`config.mk`:
```
export PLATFORM = sky130hd
export DESIGN_NAME = tone_player
export DESIGN_NICKNAME = d
export VERILOG_FILES = /design/src/rtl/tone_player_pkg.sv /design/src/rtl/tone_player_osc.sv /design/src/rtl/tone_player.sv
export SDC_FILE = /design/constraint.sdc
export NUM_CORES = 1
export LEC_CHECK = 0
export ABC_AREA = 1
export CORE_MARGIN = 3
export CORE_UTILIZATION = 50
export CTS_CLUSTER_SIZE = 8
export DETAILED_ROUTE_END_ITERATION = 8
export GPL_ROUTABILITY_DRIVEN = 0
export GPL_TIMING_DRIVEN = 0
export PLACE_DENSITY = 0.73
export SYNTH_ARGS = -nofsm -noshare
export SYNTH_HDL_FRONTEND = slang
export SYNTH_SLANG_ARGS = --single-unit
```
`constraint.sdc`:
```
create_clock -name clk -period 8.75 [get_ports clk]
set_clock_uncertainty 0.2 [all_clocks]
set_input_delay 1.3125 -clock clk [delete_from_list [all_inputs] [get_ports clk]]
set_output_delay 1.3125 -clock clk [all_outputs]
set_load 0.005 [all_outputs]
```
`src/rtl/tone_player_pkg.sv`:
```
`default_nettype none
// +--------------------------------------------------------------------------+
// | tone_player_pkg : state enum, octave codes and half-period table shared   |
// |                   by the tone player and the existing buzzer logic        |
// | Revision        : 1.0                                                     |
// +--------------------------------------------------------------------------+
package tone_player_pkg;

  localparam int HALF_W = 21;

  typedef enum logic [1:0] {
    ST_IDLE = 2'd0,
    ST_PLAY = 2'd1,
    ST_GAP  = 2'd2
  } state_t;

  localparam logic [1:0] OCT_LOW  = 2'b01;
  localparam logic [1:0] OCT_HIGH = 2'b10;

  // Base half-periods in clk cycles for do..si
  localparam logic [HALF_W-1:0] HALF_TABLE [7] = '{
    21'd381680, 21'd340136, 21'd303030, 21'd285714,
    21'd255102, 21'd227273, 21'd202429
  };

  function automatic logic [HALF_W-1:0] calc_half(input logic [2:0] idx,
                                                   input logic [1:0] oct,
                                                   input int         shift);
    logic [HALF_W-1:0] h;
    h = '0;
    if (idx != 3'd0) h = HALF_TABLE[idx - 3'd1] >> shift;
    case (oct)
      OCT_LOW:  h = h << 1;
      OCT_HIGH: h = h >> 1;
      default:  h = h;
    endcase
    if (h == '0) h = HALF_W'(1);
    return h;
  endfunction

endpackage
`default_nettype wire

```
`src/rtl/tone_player_osc.sv`:
```
`default_nettype none
// +--------------------------------------------------------------------------+
// | tone_player_osc : half-period counter and speaker toggle                  |
// | Revision        : 1.0                                                     |
// +--------------------------------------------------------------------------+
module tone_player_osc
  import tone_player_pkg::*;
(
  input  logic              clk,
  input  logic              rst,
  input  logic              en,
  input  logic              clr,
  input  logic [HALF_W-1:0] half,
  output logic              speaker
);

  logic [HALF_W-1:0] cnt;

  // Period is exactly 2*half: toggle on the last count, then restart at 0
  always_ff @(posedge clk) begin
    if (rst || clr) begin
      cnt     <= '0;
      speaker <= 1'b0;
    end else if (en) begin
      if (cnt == half - HALF_W'(1)) begin
        cnt     <= '0;
        speaker <= ~speaker;
      end else begin
        cnt <= cnt + HALF_W'(1);
      end
    end
  end

endmodule
`default_nettype wire

```
`src/rtl/tone_player.sv`:
```
`default_nettype none
// +--------------------------------------------------------------------------+
// | tone_player : plays one note request as a square wave for dur ticks;      |
// |               optional trailing silence enabled by TONE_PLAYER_GAP_EN     |
// | Revision    : 1.0                                                         |
// +--------------------------------------------------------------------------+
module tone_player
  import tone_player_pkg::*;
#(
  parameter int NOTE_W      = 4,
  parameter int DUR_W       = 8,
  parameter int TICK_DIV    = 100000,
  parameter int PITCH_SHIFT = 0,
  parameter int GAP_TICKS   = 10
)(
  input  logic              clk,
  input  logic              rst,
  input  logic              in_valid,
  output logic              in_ready,
  input  logic [NOTE_W-1:0] in_note,
  input  logic [1:0]        in_octave,
  input  logic [DUR_W-1:0]  in_dur,
  input  logic              abort,
  output logic              speaker,
  output logic              busy,
  output logic              done
);

  localparam int              PRE_W   = (TICK_DIV > 1) ? $clog2(TICK_DIV) : 1;
  localparam logic [PRE_W-1:0] PRE_MAX = PRE_W'(TICK_DIV - 1);

  state_t             state;
  logic [NOTE_W-1:0]  note_q;
  logic [1:0]         oct_q;
  logic [DUR_W-1:0]   dur_q;
  logic [PRE_W-1:0]   presc;
  logic [DUR_W-1:0]   tick_cnt;

  logic               tick;
  logic               play_end;
  logic               is_tone;
  logic               osc_en;
  logic               osc_clr;
  logic [HALF_W-1:0]  half;

  assign in_ready = (state == ST_IDLE);
  assign busy     = (state != ST_IDLE);

  assign tick     = (presc == PRE_MAX);
  assign play_end = (dur_q == '0) || (tick && (tick_cnt == dur_q - DUR_W'(1)));
  assign is_tone  = (note_q != '0) && ((note_q >> 3) == '0);
  assign half     = calc_half(note_q[2:0], oct_q, PITCH_SHIFT);

  // Clearing on the exit edge itself makes the speaker low in the first cycle after PLAY
  assign osc_en   = (state == ST_PLAY) && is_tone;
  assign osc_clr  = (state != ST_PLAY) || abort || play_end;

`ifdef TONE_PLAYER_GAP_EN
  localparam int GAP_W = (GAP_TICKS <= 1) ? 1 : $clog2(GAP_TICKS);
  logic [GAP_W-1:0] gap_cnt;
  logic             gap_end;
  assign gap_end = (GAP_TICKS == 0) || (tick && (gap_cnt == GAP_W'(GAP_TICKS - 1)));
`else
  logic unused_gap_cfg;
  assign unused_gap_cfg = ^GAP_TICKS;
`endif

  always_ff @(posedge clk) begin
    if (rst) begin
      state    <= ST_IDLE;
      note_q   <= '0;
      oct_q    <= '0;
      dur_q    <= '0;
      presc    <= '0;
      tick_cnt <= '0;
      done     <= 1'b0;
`ifdef TONE_PLAYER_GAP_EN
      gap_cnt  <= '0;
`endif
    end else begin
      done <= 1'b0;
      case (state)
        ST_IDLE: begin
          if (in_valid) begin
            note_q   <= in_note;
            oct_q    <= in_octave;
            dur_q    <= in_dur;
            presc    <= '0;
            tick_cnt <= '0;
            state    <= ST_PLAY;
          end
        end
        ST_PLAY: begin
          if (abort) begin
            presc    <= '0;
            tick_cnt <= '0;
            state    <= ST_IDLE;
          end else if (play_end) begin
            presc    <= '0;
            tick_cnt <= '0;
`ifdef TONE_PLAYER_GAP_EN
            gap_cnt  <= '0;
            state    <= ST_GAP;
`else
            done     <= 1'b1;
            state    <= ST_IDLE;
`endif
          end else begin
            presc <= tick ? '0 : presc + PRE_W'(1);
            if (tick) tick_cnt <= tick_cnt + DUR_W'(1);
          end
        end
`ifdef TONE_PLAYER_GAP_EN
        ST_GAP: begin
          if (abort) begin
            presc   <= '0;
            gap_cnt <= '0;
            state   <= ST_IDLE;
          end else if (gap_end) begin
            presc   <= '0;
            gap_cnt <= '0;
            done    <= 1'b1;
            state   <= ST_IDLE;
          end else begin
            presc <= tick ? '0 : presc + PRE_W'(1);
            if (tick) gap_cnt <= gap_cnt + GAP_W'(1);
          end
        end
`endif
        default: state <= ST_IDLE;
      endcase
    end
  end

  tone_player_osc u_osc (
    .clk     (clk),
    .rst     (rst),
    .en      (osc_en),
    .clr     (osc_clr),
    .half    (half),
    .speaker (speaker)
  );

endmodule
`default_nettype wire

```
# Word level (Yosys, flattened, before mapping)
# Memory sizes are Yosys's and may differ from the RTL's.
# Cells that the tools add are included.
classes:
  muxes: 21
  addsub: 6
  n_lt_le_gt_ge: 1
  bitwise_logic: 3
  eq_ne: 10
  reduce_logical: 21
op_table:
  columns: ["op", "n"]
  rows:
  - ["$mux 21", 5]
  - ["$mux 17", 4]
  - ["$pmux 21 s2", 1]
  - ["$pmux 17 s2", 1]
  - ["$mux 8", 4]
  - ["$add 21x1->21 const B", 1]
  - ["$eq 21x21->1", 1]
  - ["$logic_not 21->1", 1]
  - ["$sub 21x1->21 const B", 1]
  - ["$add 17x1->17 const B", 1]
  - ["$eq 17x17->1 const B", 1]
  - ["$pmux 8 s2", 1]
  - ["$add 8x1->8 const B", 1]
  - ["$eq 8x8->1", 1]
  - ["$logic_not 8->1", 1]
  - ["$reduce_and 2->1", 4]
  - ["$sub 8x1->8 const B", 1]
  - ["$mux 2", 3]
  - ["$eq 2x1->1 const B", 2]
  - ["$ge 4x4->1 const B", 1]
  - ["$logic_not 4->1", 1]
  - ["$logic_or 1x1->1", 4]
  - ["$ne 4x4->1 const B", 1]
  - ["$not 3->4", 1]
  - ["other kinds (15)", 19]
totals:
  mem_bits_ro: 168
  elab_cells: 72
  register_bits: 64
  in_bits: 18
  n_memories: 1
  out_inout_bits: 4
memory_table:
  columns: ["memory", "depth", "word_bits", "rd", "rd_clocked_by_memory_dff", "write_ports", "line_no", "rtl"]
  rows:
  - ["(no name shown)", 8, 21, 1, 0, 0, "tone_player_pkg.sv:31", "if (idx != 3'd0) h = HALF_TABLE[idx - 3'd1] >> shift;"]

# Logic depth before layout (Yosys ltp)
logic_depth:
  depth_word: 12
  ltp_mapped: 29
  ltp_nobuf: 29

# By module
# From an unflattened synthesis, not the netlist that was laid out.
hier_totals:
  cells_unflattened: 832
  hier_area_um2: 5037.3
by_module_without_submodules:
  columns: ["mod", "area_each_um2", "cells_each", "seq_area_each_um2", "instances"]
  rows:
  - ["tone_player", 2947.8, 490, 820.8, 1]
  - ["tone_player_osc", 2089.5, 342, 440.4, 1]

# Worst setup path after synthesis
# No wires, ideal clock.
synth_timing:
  kind: "register to register"
  start: "register note_q[0]"
  end: "register u_osc.cnt[18]"
  n_path_buf: 1
  t_arrival_ns: 3.431
  setup_ns: 0.116
  slack_ns: 5.003
  required_time_ns: 8.434
  stages_incl_launch_ff: 28
  period_less_slack_ns: 3.747
  cell_sequence: "dfxtp_1 > inv_1 > ha_1 > inv_1 > nand2_2 > nand2_1 > nand2_1 > nand3_1 > nand3_2 > nor2_2 > nand2_2 > nor2_4 > nand2_4 > nand2_1 > inv_1 > ha_1 > nand2_2 > nor2_4 > nand2_2 > xor2_1 > nand2_1 > nor3_1 > inv_2 > nor2_2 > nand3_2 > nand2_4 > buf_6 > nor2_1"
synth_via:
  elab_chain_cells: 12
  word_cells_on_any_way: 16
  classes_between: "add/sub (2); eq/ne (1); mux (6); bitwise (1); reduce/logical (5); memory (1)"
synth_rtl:
  columns: ["element", "line_no", "rtl"]
  rows:
  - ["start: declaration", "tone_player.sv:33", "logic [NOTE_W-1:0] note_q;"]
  - ["start signal: assignment", "tone_player.sv:85", "note_q <= in_note;"]
  - ["$sub 3x1->3", "tone_player_pkg.sv:31", null]
  - ["$not 3->4 (implied by the code)", "tone_player_pkg.sv:31", null]
  - ["$mem_v2 8x21", null, null]
  - ["$mux 21 (implied by the code) (2 in a row)", "tone_player_pkg.sv:31", null]
  - ["$mux 21", "tone_player_pkg.sv:31", null]
  - ["$pmux 21 s2", "tone_player_pkg.sv:32", "case (oct)"]
  - ["$logic_not 21->1", "tone_player_pkg.sv:37", "if (h == '0) h = HALF_W'(1);"]
  - ["$mux 21", "tone_player_pkg.sv:37", null]
  - ["$sub 21x1->21", "tone_player_osc.sv:25", "if (cnt == half - HALF_W'(1)) begin"]
  - ["$eq 21x21->1", "tone_player_osc.sv:25", null]
  - ["$mux 21", "tone_player_osc.sv:25", null]
  - ["end signal: assignment", "tone_player_osc.sv:29", "cnt <= cnt + HALF_W'(1);"]
  - ["end: declaration", "tone_player_osc.sv:17", "logic [HALF_W-1:0] cnt;"]
# Several ways; a longest one is shown, not always the timed one. The select of a mux whose other input is x is not followed.
# A chain may end at the register's enable or synchronous reset.

# Worst setup path in the final report
layout_timing:
  start: "register oct_q[0]"
  end: "register u_osc.cnt[9]"
layout_via:
  elab_chain_cells: 7
  word_cells_on_any_way: 8
  classes_between: "add/sub (1); eq/ne (3); mux (3); reduce/logical (1)"
layout_rtl:
  columns: ["element", "line_no", "rtl"]
  rows:
  - ["start: declaration", "tone_player.sv:34", "logic [1:0] oct_q;"]
  - ["start signal: assignment", "tone_player.sv:86", "oct_q <= in_octave;"]
  - ["$eq 2x2->1 or $eq 2x1->1 (tied branches)", "tone_player_pkg.sv:32", null]
  - ["$pmux 21 s2 (*)", "tone_player_pkg.sv:32", null]
  - ["$logic_not 21->1", "tone_player_pkg.sv:37", null]
  - ["$mux 21 (*)", "tone_player_pkg.sv:37", null]
  - ["$sub 21x1->21 (*)", "tone_player_osc.sv:25", null]
  - ["$eq 21x21->1 (*)", "tone_player_osc.sv:25", null]
  - ["$mux 21 (*)", "tone_player_osc.sv:25", null]
# Every way passes the cells marked *; elsewhere a longest branch is shown, timed or not.

==> run summary <==
Reg2Reg Setup Slack: 4.31 ns
Post-Layout Cell Count: 855
# hold bufs at CTS: 0
utilization of the core after routing: 58.34%
register area: 1261 µm²
DP HPWL: 8.528 mm
Crit Path Class: flop to flop
PnR Total Power: 0.0008977 W
multi-input logic area: 2905 µm²
grt ovf: 0
Async SR Flop Fraction: 0%
Leak: 2.125 nW
Die Height: 101.6 µm
n_diodes: 0
final setup fails: 0
FMAX: 225.0 MHz
io pins: 22
most common cell in the netlist: nand2_1
Synth Cell Area: 4573 µm²
Yosys Warn Count: 0
worst slew pin tran: 0.6795 ns
Hold Slack: 0.2646 ns
Avg WL per Cell: 12.83 µm
CTS tree: yes
DIE WIDTH: 101.6 µm
TritonCTS Sinks: 63
CP Buf/Inv Count: 6
worst vdd ir: 0.08911 mV
RSZ-0062 raised after global routing: no
cts repair resizes: 0
Post CTS Setup Buffer Count: 0
hold depth: 2
CP Launch Type: flop
via/cell ratio: 5.378
residual DRC count: 0
CP top delay family: simple AND/OR/NAND/NOR gates
Initial Util: 51.93%
net count of the finished layout: 775
CTS root buf: clkbuf_8
Synth Net Count: 744
Max Cap Violations: 0
Rows: 34
worst r2r path cells: 26
worst hold path class: flop to flop
Syn-to-layout area delta: 12.34%
Clock Path Buffers: 2
antenna viol nets, final: 0
H-tree levels: 3
Setup crit end kind: flop
Post-Syn Area per Cell: 6.432 µm²
Seq cells post-synth: 63
post-synth cell types: 44
Core Region: 8806 µm²
DRT iter0 DRCs: 228
worst r2r dst: u_osc.cnt[9]
fraction of layout cells with a size suffix above 1: 9.639%
Post-Route Setup TNS: 0 ns
total track usage: 22.46%
Final period util: 50.79%
Final Hold Fails: 0
Rel. slew slack: 54.35%
worst skew pair latency: 0.35 ns
FILL cells: 872
I/O Buffers: 20
CTS clk-pin slew, worst paths: 0.07 ns
first-pass GRT wire length: 19.05 mm
initial antenna violation count: 0
CTS buffer count: 9
EDFF count, synth: 0
top post-synthesis cells by area: dfxtp_1, nand2_1, nor2_1
post-synth top area share: 27.58%
Vias: 4598
Post-synth top flop: dfxtp_1
crit path DAT: 4.47 ns
top cells by count, synth: nand2_1, nor2_1, inv_1
CP peak stage delay: 0.34 ns
data required time at the worst endpoint: 8.78 ns
min Tclk post-route: 4.444 ns
sequential area share after synthesis: 27.58%
largest net degree at the start of global routing: 13
reg-to-reg critical path startpoint: oct_q[0]
Total Wirelength: 10.97 mm
drt pass-1 iters: 5
Yosys top cell by area: dfxtp_1
Slowest-stage cell, CP: dfxtp_1
min-delay src: u_osc.cnt[20]
Slew Viols, Final: 0
cell area power density: 174.7 nW/µm²
vias in the first global route: 4457
DP Cell Count: 839
die area: 10330 µm²
cells after synthesis: 711
run status: completed
Crit Path Max Fanout: 10
Hold EP: u_osc.cnt[20]
==> placed cells by master (no fill, tap or decap), drive strengths merged <==
cell type      count
nand2            157
nor2             117
inv               89
nand3             82
dfxtp             63
a21oi             37
xor2              29
o21ai             26
clkdlybuf4s50     20
nand4             18
nor3              17
clkbuf            16
ha                15
xnor2             12
buf                8
or2                5
nor4               5
clkinv             5
and3               4
a22oi              4
a221oi             4
nand3b             3
o22ai              2
bufinv             2
o31a               1
o221a              1
a21boi             1
nor3b              1
o211ai             1
a211oi             1
o31ai              1
==> per-stage QoR <==
step	instance area (µm²)	setup WS [ns]
3_3_place_gp	4908	4.464
6_report	5137	4.306
2_1_floorplan	4573	5.003
3_5_place_dp	4908	4.367
5_1_grt	5137	3.881
4_1_cts	5137	4.350
==> kinds of logic after synthesis <==
kind of cell | after synthesis | share of synthesized area, %
AO/OA/AOI/OAI | 79 | 9.685
AND/OR/NAND/NOR | 409 | 41.89
adder cells (fa/ha/maj) | 15 | 4.104
buffers and inverters | 104 | 8.892
XOR/XNOR | 41 | 7.852
flip-flops | 63 | 27.58
==> routing by layer <==
layer / global-route usage (%) / part of all wire (%) / vias up / routed length, µm
met1: 27.04 / 44 / 2096 / 4811
li1: - / - / 2374 / -
met5: 0 / 0 / - / 0
met3: 3.237 / 4.4 / 19 / 485
met4: 7.464 / 1.8 / 0 / 200
met2: 40.74 / 50 / 109 / 5469
==> how the worst max path moves through the flow <==
stage,startpoint,slack (ns),cells after the start,endpoint
after detailed placement,oct_q[0],4.37,26,u_osc.cnt[15]
final,oct_q[0],4.31,26,u_osc.cnt[9]
after global placement,note_q[0],4.46,25,u_osc.cnt[16]
after CTS,oct_q[0],4.35,26,u_osc.cnt[10]
after floorplan,note_q[0],5.00,27,u_osc.cnt[18]
after global routing,note_q[0],3.88,27,u_osc.cnt[9]
==> where the power goes <==
group	total [W]	leakage, nW	switching [W]	internal, W
Clock	0.000295	0.117	0.000124	0.000170
Sequential	0.000301	0.511	0.00000769	0.000294
Combinational	0.000302	1.50	0.000196	0.000106
Total	0.000898	2.13	0.000328	0.000570
==> layout make-up <==
class | instances | share of cell area (%)
timing repair buffer | 20 | 3.897
clock inverter | 6 | 1.778
multi-input combinational | 544 | 56.55
clock buffer | 10 | 2.679
tap | 108 | 2.630
sequential | 63 | 24.55
inverter | 90 | 6.576
buffer | 14 | 1.340
==> state kept, by name, indices dropped and copies added (netlist names) <==
signal and cells:
presc 17, tick_cnt 8, dur_q 8, note_q 4, u_osc.speaker 1, state 1
done 1, oct_q 2, u_osc.cnt 21
==> worst reg2reg max path, cell delays in order, from the launching register on <==
cell and delay, ns:
dfxtp_1 0.34, inv_1 0.06, ha_1 0.28, buf_2 0.18, nor2_2 0.34, buf_2 0.29, nand2_1 0.07, nand3_1 0.18
nor2_1 0.10, nand2_2 0.15, nor2_4 0.05, nand2_4 0.09, nand2_1 0.08, inv_1 0.06, ha_1 0.22, nand2_2 0.13
nor2_4 0.17, nand2_2 0.11, xor2_1 0.17, nand2_1 0.08, nor3_1 0.24, inv_2 0.05, nor2_2 0.20, nand3_2 0.14
nand2_4 0.15, buf_6 0.16, nor2_1 0.04
Power figures use the tool's default switching activity.
